===== config.mk =====
export PLATFORM = sky130hd
export DESIGN_NAME = mem_arbiter
export DESIGN_NICKNAME = d
export VERILOG_FILES = /design/src/rtl/mem_arbiter.sv
export SDC_FILE = /design/constraint.sdc
export NUM_CORES = 2
export LEC_CHECK = 0
export CAP_MARGIN = 40
export CORE_AREA = 2 2 637 639
export DETAILED_ROUTE_END_ITERATION = 10
export DIE_AREA = 0 0 639 641
export DONT_BUFFER_PORTS = 1
export GPL_ROUTABILITY_DRIVEN = 0
export PLACE_DENSITY_LB_ADDON = 0.08
export SYNTH_ARGS = -nofsm -noshare
export SYNTH_HDL_FRONTEND = slang
export SYNTH_SLANG_ARGS = --single-unit

===== constraint.sdc =====
create_clock -name clk -period 27.8 [get_ports clk]
set_input_delay 0 -clock clk [delete_from_list [all_inputs] [get_ports clk]]
set_output_delay 0 -clock clk [all_outputs]
set_load 0.01 [all_outputs]

===== src/rtl/mem_arbiter.sv =====
// mem_arbiter: shares one line-granular main memory between the I-cache
// (port 0) and the D-cache (port 1). One transaction is in flight at a time.
// The owner is picked in IDLE, and its request is latched and forwarded to
// memory. The completion pulse is routed back to the owner only. Read lines
// are held in a buffer for each port.
// Build option: MEM_ARB_FIXED_PRIO_EN makes port 0 win every tie. Port 1 can
// then starve. When the option is not defined, ties are broken round-robin.
module mem_arbiter #(
    parameter int LINE_ADDR_LEN = 3,
    parameter int ADDR_LEN      = 9,
    parameter int CNT_W         = 32,
    localparam int LINE_SIZE    = 1 << LINE_ADDR_LEN,
    localparam int LINE_W       = 32 * LINE_SIZE
) (
    input  logic                clk,
    input  logic                rst,
    input  logic                rd_req0,
    input  logic                wr_req0,
    input  logic [ADDR_LEN-1:0] addr0,
    input  logic [LINE_W-1:0]   wr_line0,
    input  logic                rd_req1,
    input  logic                wr_req1,
    input  logic [ADDR_LEN-1:0] addr1,
    input  logic [LINE_W-1:0]   wr_line1,
    output logic                gnt0,
    output logic                gnt1,
    output logic [LINE_W-1:0]   rd_line0,
    output logic [LINE_W-1:0]   rd_line1,
    output logic                mem_rd_req,
    output logic                mem_wr_req,
    output logic [ADDR_LEN-1:0] mem_addr,
    output logic [LINE_W-1:0]   mem_wr_line,
    input  logic [LINE_W-1:0]   mem_rd_line,
    input  logic                mem_gnt,
    output logic [CNT_W-1:0]    grant_cnt0,
    output logic [CNT_W-1:0]    grant_cnt1
);

    typedef enum logic {IDLE, BUSY} state_t;

    state_t              state_q, state_d;
    logic                owner_q, owner_d;
    logic                last_owner_q, last_owner_d;
    logic                op_wr_q, op_wr_d;
    logic                mem_rd_req_q, mem_rd_req_d;
    logic                mem_wr_req_q, mem_wr_req_d;
    logic [ADDR_LEN-1:0] addr_q, addr_d;
    logic [LINE_W-1:0]   wline_q, wline_d;
    logic [LINE_W-1:0]   rd_line0_q, rd_line0_d;
    logic [LINE_W-1:0]   rd_line1_q, rd_line1_d;
    logic [CNT_W-1:0]    cnt0_q, cnt0_d;
    logic [CNT_W-1:0]    cnt1_q, cnt1_d;

    logic pend0, pend1, tie_win, win, win_wr;

    assign pend0 = rd_req0 | wr_req0;
    assign pend1 = rd_req1 | wr_req1;

`ifdef MEM_ARB_FIXED_PRIO_EN
    assign tie_win = 1'b0;
`else
    assign tie_win = ~last_owner_q;
`endif

    // A lone requester wins. On a tie, tie_win chooses the port.
    // A write request takes priority over a read from the same port, so the
    // write-back happens before the refill.
    assign win    = (pend0 & pend1) ? tie_win : pend1;
    assign win_wr = win ? wr_req1 : wr_req0;

    // Next-state logic: arbitrate in IDLE. In BUSY, wait for mem_gnt and then
    // retire the transaction to its owner.
    always_comb begin
        state_d      = state_q;
        owner_d      = owner_q;
        last_owner_d = last_owner_q;
        op_wr_d      = op_wr_q;
        mem_rd_req_d = mem_rd_req_q;
        mem_wr_req_d = mem_wr_req_q;
        addr_d       = addr_q;
        wline_d      = wline_q;
        rd_line0_d   = rd_line0_q;
        rd_line1_d   = rd_line1_q;
        cnt0_d       = cnt0_q;
        cnt1_d       = cnt1_q;
        gnt0         = 1'b0;
        gnt1         = 1'b0;
        case (state_q)
            IDLE: begin
                if (pend0 | pend1) begin
                    owner_d      = win;
                    op_wr_d      = win_wr;
                    addr_d       = win ? addr1 : addr0;
                    wline_d      = win ? wr_line1 : wr_line0;
                    mem_rd_req_d = ~win_wr;
                    mem_wr_req_d = win_wr;
                    state_d      = BUSY;
                end
            end
            BUSY: begin
                if (mem_gnt) begin
                    if (owner_q) begin
                        gnt1   = 1'b1;
                        cnt1_d = cnt1_q + CNT_W'(1);
                        if (!op_wr_q) rd_line1_d = mem_rd_line;
                    end else begin
                        gnt0   = 1'b1;
                        cnt0_d = cnt0_q + CNT_W'(1);
                        if (!op_wr_q) rd_line0_d = mem_rd_line;
                    end
                    last_owner_d = owner_q;
                    mem_rd_req_d = 1'b0;
                    mem_wr_req_d = 1'b0;
                    state_d      = IDLE;
                end
            end
            default: state_d = IDLE;
        endcase
    end

    // State register. Reset abandons any in-flight transaction right away.
    always_ff @(posedge clk or posedge rst) begin
        if (rst) begin
            state_q      <= IDLE;
            owner_q      <= 1'b0;
            last_owner_q <= 1'b1;
            op_wr_q      <= 1'b0;
            mem_rd_req_q <= 1'b0;
            mem_wr_req_q <= 1'b0;
            addr_q       <= '0;
            wline_q      <= '0;
            rd_line0_q   <= '0;
            rd_line1_q   <= '0;
            cnt0_q       <= '0;
            cnt1_q       <= '0;
        end else begin
            state_q      <= state_d;
            owner_q      <= owner_d;
            last_owner_q <= last_owner_d;
            op_wr_q      <= op_wr_d;
            mem_rd_req_q <= mem_rd_req_d;
            mem_wr_req_q <= mem_wr_req_d;
            addr_q       <= addr_d;
            wline_q      <= wline_d;
            rd_line0_q   <= rd_line0_d;
            rd_line1_q   <= rd_line1_d;
            cnt0_q       <= cnt0_d;
            cnt1_q       <= cnt1_d;
        end
    end

    assign mem_rd_req  = mem_rd_req_q;
    assign mem_wr_req  = mem_wr_req_q;
    assign mem_addr    = addr_q;
    assign mem_wr_line = wline_q;
    assign rd_line0    = rd_line0_q;
    assign rd_line1    = rd_line1_q;
    assign grant_cnt0  = cnt0_q;
    assign grant_cnt1  = cnt1_q;

endmodule


==> impl_metrics.json <==
{
  "status": "completed",
  "start_util_pct": 8.44,
  "worstSetupPathType": "register to register",
  "ioPinCount": 1638,
  "drt_first_pass_iters": 5,
  "core.rowCount": 233,
  "vias_per_cell": 2.93,
  "synth.distinct_cells": 39,
  "max_slew_margin_pct": 26.5,
  "seq_area_frac_synth_pct": 62.5,
  "vias": 27520,
  "rr_worst_depth": 10,
  "drc": 0,
  "drive_gt1_share_pct": 19.0,
  "synth_top_family_by_area": "multiplexers",
  "finalWorstSetupSlack_ps": 22130,
  "syn_inst": 2514,
  "die_area_um2": 410000,
  "antenna_found_initial": 146,
  "clk_pin_slew_ps": 60,
  "area_growth_pct": 74.9,
  "crit_chain": "nand3_2, inv_1, nand2b_4, buf_4, buf_4, buf_4, buf_4, buf_4, mux2_2, dlygate4sd3_1",
  "use_met1_pct": 10.6,
  "synthArstFlopShare_pct": 100,
  "hold-path-cell-count": 3,
  "cts_tree": "built",
  "hold_path_startpoint": "wr_line0[64]",
  "final_hold_viol_count": 0,
  "fp.dieH_um": 641,
  "r2r-end": "rd_line1[50]",
  "cp.required_ps": 28500,
  "grt_max_degree": 143,
  "syn_nets": 3309,
  "synth_simple_gate_area_share_pct": 4.94,
  "yosysTopAreaCell": "dfrtp_1",
  "synth_compound_area_share_pct": 4.06,
  "period_minus_slack_ps": 5680,
  "synthXorXnorAreaFrac_pct": 1.60,
  "first_global_vias": 29644,
  "max_freq_mhz": 176,
  "postRouteAntennaNets": 0,
  "hold-path-endpoint": "mem_wr_line[64]",
  "arrival_ps": 6380,
  "maxCapViolCount": 0,
  "finalCritPeriodShare_pct": 20.4,
  "cts-buffers-inserted": 137,
  "netlist_top_cells_count": "dfrtp_1, mux2_2, nand2_1",
  "leakage_nw": 24.0,
  "use_met3_pct": 4.31,
  "synthFlopType": "dfrtp_1",
  "powerDensity_nw_per_um2": 93.5,
  "peakVddDrop_uv": 38.4,
  "dp_slack_ps": 22520,
  "yosysMostFrequentCell": "dfrtp_1",
  "postCtsSetupBuffers": 0,
  "avgSynthCellArea_um2": 13.5,
  "cts_root_buffer": "clkbuf_16",
  "cp_slowest_stage_delay_ps": 710,
  "synth.ff_latch_count": 847,
  "cp_slowest_cell": "buf_4",
  "synth_top_area_share_pct": 62.4,
  "synthAdderAreaFrac_pct": 0.0738,
  "setup_viol": 0,
  "cp_max_fo": 48,
  "crit_path_frequent_cell": "buf_4",
  "gr-total-overflow": 0,
  "cts.path.max_buffers": 4,
  "tns_ps": 0,
  "finalClockSkew_ps": 45.0,
  "netlist_area_um2": 33900,
  "synth.area.top_cells": "dfrtp_1, mux2_2, mux2i_1, o21ai_0, nand2_1",
  "p_total_mw": 5.55,
  "grt_usage_pct": 11.5,
  "synth.mux.area_fraction_pct": 24.9,
  "min_path_type": "primary input to register",
  "r2r_setup_slack_ps": 22130,
  "die_w_um": 639,
  "grt_busiest_layer": "met2",
  "cts_num_sinks": 847,
  "core_area_um2": 402000,
  "use_met2_pct": 23.3,
  "maxSlewViolCount": 0,
  "tightestPinTransition_ps": 1100,
  "rsz0062_at_grt": "false",
  "fillers": 44870,
  "synth-edff-count": 0,
  "endpoint_kind": "register",
  "grt_pass1_wl_um": 313000,
  "insertion_delay_ps": 830,
  "r2r_start": "state_q",
  "drt_iter0_markers": 1173,
  "crit_path_start_kind": "register",
  "detail_route.wl_per_cell_um": 26.2,
  "drt_wl_total_um": 246000,
  "h-tree-depth": 4,
  "cts_resized": 0,
  "layout.nets": 4772,
  "post-dp-hpwl_um": 195000,
  "port_buffers": 0,
  "ys_warn_count": 0
}
## flip-flops by register name, summed over array words and instances (netlist names), 9 cells and up
register,flops
grant_cnt0,32
rd_line0,256
grant_cnt1,32
rd_line1,256
mem_addr,9
mem_wr_line,256
## area by class of cell
type                       instances  area, um2  area share, %
tap                             5287       6620           11.2
multi-input combinational       1510      12100           20.4
clock inverter                    27        437          0.736
clock buffer                     201       3970           6.69
sequential                       847      21200           35.7
antenna                           29       72.6          0.122
timing repair buffer            1472      14900           25.1
inverter                           9       41.3         0.0696
## placed cells by master, fill, tap and decap left out, types with 11 or more instances in the layout
| cell type | Yosys | layout |
|---|---|---|
| dlygate4sd3_1 | 0 | 1422 |
| dfrtp_1 | 846 | 846 |
| mux2_2 | 513 | 513 |
| nand2_1 | 298 | 298 |
| o21ai_0 | 268 | 268 |
| mux2i_1 | 266 | 266 |
| clkbuf_16 | 0 | 139 |
| xnor2_1 | 37 | 37 |
| clkbuf_1 | 74 | 36 |
| buf_4 | 0 | 33 |
| diode_2 | 0 | 29 |
| clkbuf_8 | 0 | 26 |
| xor2_1 | 25 | 25 |
| nor2_1 | 21 | 21 |
| nand4_1 | 18 | 18 |
| nand3_1 | 14 | 14 |
| nor3_1 | 14 | 13 |
| buf_16 | 0 | 11 |
## power by group
| part | switching [mW] | internal (mW) |
|---|---|---|
| Clock | 0.699 | 1.07 |
| Sequential | 0.882 | 1.69 |
| Combinational | 0.408 | 0.795 |
## stage by stage
stage	utilization, %	cell area, um2	hold slack [ps]	std cells
6_report	14.8	59300	72.7	9382
4_1_cts	14.7	59200	0.418	9353
3_5_place_dp	10.1	40600	80.9	7702
5_1_grt	14.7	59300	13.3	9368
3_3_place_gp	10.0	40300	82.2	7688
2_1_floorplan	-	33900	93.1	2514
## worst max path at each step
stage,startpoint,end,slack [ps],cells past startpoint
final,state_q,rd_line1[50],22130,10
after global routing,state_q,rd_line1[67],21800,10
after CTS,state_q,rd_line1[65],21980,10
after detailed placement,state_q,rd_line1[72],22520,9
after global placement,state_q,rd_line1[62],21910,9
after floorplan,rst,grant_cnt0[0],4000,1
## routing by layer
layer,vias up,share of wire [%],wire length (um)
li1,11762,-,-
met1,14129,31,77400
met2,1217,57,141000
met3,378,8.8,21600
met4,34,2.4,5970
met5,-,0.098,242
## worst max-delay path: cells and delay by family, from the launching register on
kind / cells / cell delay [ps]
mux: 1 / 410
simple gates: 2 / 700
flops: 1 / 480
buf+inv: 7 / 3670
## logic make-up (layout without fill, tap and decap cells)
kind of cell / count (synthesis) / count (layout)
compound gates: 273 / 273
fa+ha+maj: 2 / 2
buf+inv: 157 / 1709
other cells: 0 / 29
simple gates: 394 / 394
xor+xnor: 62 / 62
mux: 779 / 779
flops: 847 / 847
## timing repair
item	CTS	global route
hold buffers	1423	0
endpoints found under the setup margin	0	0
endpoints found under the hold margin	1169	0
Power figures use the tool's default switching activity.
